<file path="src/rtl/cmos_dvp_pattern_gen.sv">
// Synthetic OV5640-style DVP byte source: frames of RGB565 test patterns, high byte first.
// All outputs are registered from the next-state decode so href/vsync/data align with state changes.
module cmos_dvp_pattern_gen #(
  parameter int H_ACTIVE = 1024,
  parameter int V_ACTIVE = 768,
  parameter int H_BLANK  = 64,
  parameter int VS_LINES = 4,
  parameter int V_BACK   = 16,
  parameter int V_FRONT  = 4
) (
  input  logic        clk,
  input  logic        rst_n,
  input  logic        en,
  input  logic [1:0]  pattern_sel,
  output logic        cam_vsync,
  output logic        cam_href,
  output logic [7:0]  cam_data,
  output logic [15:0] frame_cnt,
  output logic        busy
);

  localparam int LINE_LEN = 2 * H_ACTIVE + H_BLANK;
  localparam logic [15:0] H_LAST   = 16'(LINE_LEN - 1);
  localparam logic [15:0] ACT_LAST = 16'(2 * H_ACTIVE - 1);
  localparam logic [15:0] VS_LAST  = 16'(VS_LINES - 1);
  localparam logic [15:0] VB_LAST  = 16'(V_BACK - 1);
  localparam logic [15:0] VF_LAST  = 16'(V_FRONT - 1);
  localparam logic [15:0] Y_LAST   = 16'(V_ACTIVE - 1);
  localparam logic [15:0] SEG_LAST = 16'(H_ACTIVE / 8 - 1);

  typedef enum logic [2:0] {
    S_IDLE, S_VSYNC, S_VBACK, S_LINE_ACT, S_LINE_BLK, S_VFRONT
  } state_t;

  state_t      state, state_nx;
  logic [15:0] hcnt, hcnt_nx, lcnt, lcnt_nx;
  logic [15:0] x, x_nx, y, y_nx, seg, seg_nx;
  logic [2:0]  bar, bar_nx;
  logic        phase, phase_nx;
  logic [1:0]  psel, psel_nx;
  logic        frame_done, start_frame, start_act;
  logic [15:0] pix_nx;
  logic [7:0]  byte_nx;

  always_comb begin
    state_nx    = state;
    hcnt_nx     = hcnt;
    lcnt_nx     = lcnt;
    x_nx        = x;
    y_nx        = y;
    seg_nx      = seg;
    bar_nx      = bar;
    phase_nx    = phase;
    psel_nx     = psel;
    frame_done  = 1'b0;
    start_frame = 1'b0;
    start_act   = 1'b0;
    case (state)
      S_IDLE: if (en) start_frame = 1'b1;
      S_VSYNC: begin
        if (hcnt == H_LAST) begin
          hcnt_nx = '0;
          if (lcnt == VS_LAST) begin
            lcnt_nx = '0;
            if (V_BACK == 0) start_act = 1'b1;
            else             state_nx  = S_VBACK;
          end else lcnt_nx = lcnt + 16'd1;
        end else hcnt_nx = hcnt + 16'd1;
      end
      S_VBACK: begin
        if (hcnt == H_LAST) begin
          hcnt_nx = '0;
          if (lcnt == VB_LAST) begin
            lcnt_nx   = '0;
            start_act = 1'b1;
          end else lcnt_nx = lcnt + 16'd1;
        end else hcnt_nx = hcnt + 16'd1;
      end
      S_LINE_ACT: begin
        hcnt_nx  = hcnt + 16'd1;
        phase_nx = ~phase;
        // Pixel position advances after its low byte; the bar segment counter replaces x/(H_ACTIVE/8).
        if (phase) begin
          x_nx = x + 16'd1;
          if (seg == SEG_LAST) begin
            seg_nx = '0;
            bar_nx = bar + 3'd1;
          end else seg_nx = seg + 16'd1;
        end
        if (hcnt == ACT_LAST) state_nx = S_LINE_BLK;
      end
      S_LINE_BLK: begin
        if (hcnt == H_LAST) begin
          hcnt_nx = '0;
          if (y == Y_LAST) begin
            lcnt_nx = '0;
            if (V_FRONT == 0) frame_done = 1'b1;
            else              state_nx   = S_VFRONT;
          end else begin
            y_nx      = y + 16'd1;
            start_act = 1'b1;
          end
        end else hcnt_nx = hcnt + 16'd1;
      end
      S_VFRONT: begin
        if (hcnt == H_LAST) begin
          hcnt_nx = '0;
          if (lcnt == VF_LAST) begin
            lcnt_nx    = '0;
            frame_done = 1'b1;
          end else lcnt_nx = lcnt + 16'd1;
        end else hcnt_nx = hcnt + 16'd1;
      end
      default: state_nx = S_IDLE;
    endcase
    if (frame_done) begin
      if (en) start_frame = 1'b1;
      else    state_nx    = S_IDLE;
    end
    if (start_frame) begin
      state_nx = S_VSYNC;
      psel_nx  = pattern_sel;
      hcnt_nx  = '0;
      lcnt_nx  = '0;
      y_nx     = '0;
    end
    if (start_act) begin
      state_nx = S_LINE_ACT;
      x_nx     = '0;
      seg_nx   = '0;
      bar_nx   = '0;
      phase_nx = 1'b0;
    end
  end

  always_comb begin
    pix_nx = 16'h0000;
    case (psel_nx)
      2'd0: begin
        case (bar_nx)
          3'd0:    pix_nx = 16'hFFFF;
          3'd1:    pix_nx = 16'hFFE0;
          3'd2:    pix_nx = 16'h07FF;
          3'd3:    pix_nx = 16'h07E0;
          3'd4:    pix_nx = 16'hF81F;
          3'd5:    pix_nx = 16'hF800;
          3'd6:    pix_nx = 16'h001F;
          default: pix_nx = 16'h0000;
        endcase
      end
      2'd1:    pix_nx = x_nx;
      2'd2:    pix_nx = (x_nx[5] ^ y_nx[5]) ? 16'hFFFF : 16'h0000;
      default: pix_nx = {y_nx[7:0], x_nx[7:0]};
    endcase
    byte_nx = 8'h00;
    if (state_nx == S_LINE_ACT) byte_nx = phase_nx ? pix_nx[7:0] : pix_nx[15:8];
  end

  always_ff @(posedge clk) begin
    if (!rst_n) begin
      state     <= S_IDLE;
      hcnt      <= '0;
      lcnt      <= '0;
      x         <= '0;
      y         <= '0;
      seg       <= '0;
      bar       <= '0;
      phase     <= 1'b0;
      psel      <= '0;
      frame_cnt <= '0;
      cam_vsync <= 1'b0;
      cam_href  <= 1'b0;
      cam_data  <= '0;
      busy      <= 1'b0;
    end else begin
      state     <= state_nx;
      hcnt      <= hcnt_nx;
      lcnt      <= lcnt_nx;
      x         <= x_nx;
      y         <= y_nx;
      seg       <= seg_nx;
      bar       <= bar_nx;
      phase     <= phase_nx;
      psel      <= psel_nx;
      frame_cnt <= frame_cnt + 16'(frame_done);
      cam_vsync <= (state_nx == S_VSYNC);
      cam_href  <= (state_nx == S_LINE_ACT);
      cam_data  <= byte_nx;
      busy      <= (state_nx != S_IDLE);
    end
  end

endmodule

</file>
<file path="config.mk">
export PLATFORM = sky130hd
export DESIGN_NAME = cmos_dvp_pattern_gen
export DESIGN_NICKNAME = d
export VERILOG_FILES = /design/src/rtl/cmos_dvp_pattern_gen.sv
export SDC_FILE = /design/constraint.sdc
export NUM_CORES = 1
export LEC_CHECK = 0
export CAP_MARGIN = 10
export CORE_ASPECT_RATIO = 1.5
export CORE_MARGIN = 5
export CORE_UTILIZATION = 50
export DETAILED_ROUTE_END_ITERATION = 12
export GPL_TIMING_DRIVEN = 1
export HOLD_SLACK_MARGIN = 0.03
export PLACE_DENSITY = 0.71
export SLEW_MARGIN = 20
export SYNTH_ARGS = -nofsm -noshare
export SYNTH_HDL_FRONTEND = slang
export SYNTH_SLANG_ARGS = --single-unit
</file>
<file path="constraint.sdc">
create_clock -name clk -period 2.5 [get_ports clk]
set_input_delay 0.5 -clock clk [delete_from_list [all_inputs] [get_ports clk]]
set_output_delay 0.5 -clock clk [all_outputs]
set_load 0.05 [all_outputs]
</file>
==> summary.md <==
| Metric | Value |
|---|---|
| Status | `complete, but fails checks` |
| Failing checks | `setup timing` |
| WP buf/inv | `0` |
| Yosys cell types | `between 50 and 60` |
| Max-slew headroom | `64.34%` |
| CTS Buf Count | `17` |
| Clk slew on worst S/H paths | `roughly 0.05 ns` |
| Clk_lat worst skew | `0.41 ns` |
| Wire length per cell | `15.72 um` |
| DRT Pass-1 Iters | `5` |
| Die span in y | `139.6 um` |
| Largest family of logic cells by synthesized area | `simple AND/OR/NAND/NOR gates` |
| Hold WS | `0.5031 ns` |
| FF+latch count, synth | `roughly 120` |
| Core area | `11000 sq um` |
| Port Buffer Count | `31` |
| Area share of xor/xnor cells in the synthesized design | `about an eighth` |
| Worst hold path type | `reg2reg` |
| Dpl cell area | `6733 sq um` |
| Crit end category | `register` |
| Fin worst setup slack | `-0.1852 ns` |
| Final ANT Viol Nets | `0` |
| Post-route DRC | `0` |
| Post-synthesis sequential area ratio | `41.47%` |
| Layout cell share with drive strength beyond 1 | `28.55%` |
| FILL cells | `between 700 and 800` |
| Post-Route WL | `~15000 um` |
| Final hold vios | `0` |
| Crit-path cells | `or4_4, nor4_4, nand4b_1, xor2_2, nor3_2, or3b_4, nand4_1, o221ai_1, a21oi_1` |
| Clock Tree Buf Depth | `2` |
| Row cnt | `47` |
| Yosys warnings | `0` |
| Slew Limit Fails | `0` |
| CP peak stage delay | `0.56 ns` |
| Seq pwr share | `40.4%` |
| Avg Cell Area, Syn | `around 8.3 sq um` |
| Global-route wire length before repair | `24120 um` |
| Placer Congestion | `0.9435` |
| Clk pwr share | `52.8%` |
| Final Non-Filler Cells | `970` |
| Power Dens Cells | `approximately 590 nW/um^2` |
| Die X | `96.41 um` |
| Vias in the first global route | `5370` |
| Max Clk Rate | `372.4 MHz` |
| RSZ-0062 raised after global routing | `yes` |
| Total track usage | `22.36%` |
| Mux cell area share after synthesis | `less than 1%` |
| Post-DP HPWL | `9982 um` |
| Combinational share of power | `6.8%` |
| Placed insts | `923` |
| Synth area leaders | `dfxtp_1 (41%), xor2_1 (8.8%), nor2_1 (8.5%), xnor2_1 (4.5%), nand2_1 (4.4%)` |
| # nets final | `between 800 and 900` |
| Vias per cell | `5.542` |
| Worst EP arrival | `3.03 ns` |
| Largest net degree at the start of global routing | `17` |
| Hold buffers post-CTS | `0` |
| Syn nets | `689` |
| Crit-path leading delay family | `simple AND/OR/NAND/NOR gates` |
| Sw frac | `between 20 and 25%` |
| Final Skew | `0.008766 ns` |
| Setup_tns | `-2.087 ns` |
| Slew @ Worst Pin | `about 0.53 ns` |
| Yosys top cell by area | `dfxtp_1` |
| Mapped Area | `~5600 sq um` |
| H-tree depth | `4` |
| Antenna fix cells | `0` |
| Most frequent cells in the layout | `nor2_1 (119), dfxtp_1 (113), buf_4 (98)` |
| Crit-path slowest cell | `or4_4` |
| Initial antenna violation count | `0` |
| Compound-cell area share of the yosys netlist | `between 7 and 8%` |
| Switching pwr | `1.027 mW` |
| Crit Path Category | `reg2reg` |
| Endpoints failing setup | `23` |
| Leak Pwr | `a little over 3 nW` |
| Starting Density | `50.92%` |
| Startpoint types | `register` |
| Commonest non-fill, non-tap cell in the layout | `nor2_1` |
| VDD IR-drop max | `478.3 uV` |
| CTS tree | `built` |
| Worst EP required | `2.84 ns` |
| TritonCTS Sinks | `116` |
| Worst Path Max Fanout | `6` |
| Adder-cell share of the synthesized area | `under 10%` |
| DRT iter0 DRCs | `291` |
| Post-Synth Simple-Gate Area | `between 30% and 40%` |
| Clock Root Buffer | `clkbuf_16` |
| Final worst-path cycle share | `107.4%` |
| Post-synthesis cell count | `between 600 and 700` |
| Most common flop cell mapped by yosys | `dfxtp_1` |
| Post-synth ARST share | `0%` |
| Final Instance Area | `approximately 7900 sq um` |
| Pint | `~3.6 mW` |
| Die area | `between 10000 and 15000 sq um` |
| I/O pin count | `32` |
| Remaining global-route overflow | `0` |
| Vias after detailed routing | `5376` |
| Top cell type's share of synthesized area | `between 40% and 50%` |
| Post-synth EDFFs | `0` |
| Synthesis-to-layout area growth | `41.36%` |
| Min Tclk post-route | `2.685 ns` |
| Maximum Capacitance Violations | `0` |
==> timing repair <==
action                                  in CTS  in global routing
endpoints found under the setup margin      36                 58
buffers inserted                             7                  7
gates cloned                                 1                  2
resized for setup                           26                 88
pin swaps                                   23                 45
==> worst register-to-register path: stages, from the launching register on <==
cell and delay, ns:
dfxtp_2 0.31, or4_4 0.56, nor4_4 0.29, nand4b_1 0.20
xor2_2 0.31, nor3_2 0.11, or3b_4 0.42, nand4_1 0.16
o221ai_1 0.13, a21oi_1 0.14
==> worst paths after layout <==
path / start / end / slack [ns] / cells after the start
setup reg to reg: hcnt[15] / cam_data[5] / -0.19 / 9
setup / recovery: hcnt[15] / cam_data[5] / -0.19 / 9
hold / removal: lcnt[15] / lcnt[15] / 0.50 / 2
hold reg to reg: lcnt[15] / lcnt[15] / 0.50 / 2
==> cell type report <==
| class | count | area [sq um] | area share (%) |
|---|---|---|---|
| well taps | 147 | 183.9 | 2.324 |
| flip-flops and latches | 116 | 2326 | 29.39 |
| clock buffers | 23 | 467.9 | 5.912 |
| repair buffers | 138 | 1141 | 14.42 |
| clock inverters | 9 | 127.6 | 1.612 |
| multi-input cells | 525 | 3623 | 45.78 |
| inverters | 12 | 45.04 | 0.5691 |
==> cell usage after synthesis (3+ instances only) <==
| master | n |
|---|---|
| nor2_1 | 127 |
| dfxtp_1 | 116 |
| nand2_1 | 65 |
| xor2_1 | 56 |
| xnor2_1 | 29 |
| a21oi_1 | 28 |
| and3_1 | 27 |
| nand3_1 | 25 |
| nand4_1 | 22 |
| clkbuf_1 | 18 |
| nor3_1 | 16 |
| o21ai_0 | 13 |
| inv_1 | 12 |
| nor2b_1 | 12 |
| and2_1 | 10 |
| or3_1 | 10 |
| ha_1 | 9 |
| o221ai_1 | 7 |
| and4_1 | 6 |
| nor4_1 | 5 |
| mux2i_1 | 4 |
| buf_2 | 3 |
| nand2b_1 | 3 |
| o22ai_1 | 3 |
| or2_2 | 3 |
==> layer usage <==
metal	vias up	global-route usage [%]	wire length, um
li1	2591	-	-
met1	2562	24.75	5812
met2	161	39.64	8314
met3	62	4.320	538
met4	0	10.94	582
met5	-	0	0
==> flip-flops by register name, summed over array words and instances (netlist names), 2 cells and up <==
name and count:
seg 16, bar 3, cam_data 8, hcnt 16
psel 2, y 16, x 16, frame_cnt 16
state 3, lcnt 16
==> power by group through the flow <==
stage | clock network, mW | logic (mW) | registers [mW]
after floorplan | 0 | 0.140 | 1.92
after global placement | 0 | 0.244 | 1.91
after detailed placement | 0 | 0.248 | 1.91
after CTS | 2.46 | 0.262 | 1.87
after global routing | 2.56 | 0.334 | 1.87
final | 2.44 | 0.314 | 1.87
==> per-stage QoR <==
stage               power (mW)  utilization, %  worst slack, ns
floorplan                2.057               -          -0.1464
global placement         2.152           61.22          -0.2569
detailed placement       2.157           61.22          -0.3197
CTS                      4.596           68.16          -0.2183
global route             4.770           71.98          -0.3464
finish                   4.631           71.98          -0.1852
==> cell families after synthesis <==
logic type | after synthesis
and+or+nand+nor | 356
AOI/OAI and AO/OA | 68
xor gates and xnor gates | 85
buffers and inverters | 36
adders and majority gates | 9
muxes | 5
DFF | 116
Note: power is estimated with default switching activity, not from simulation.
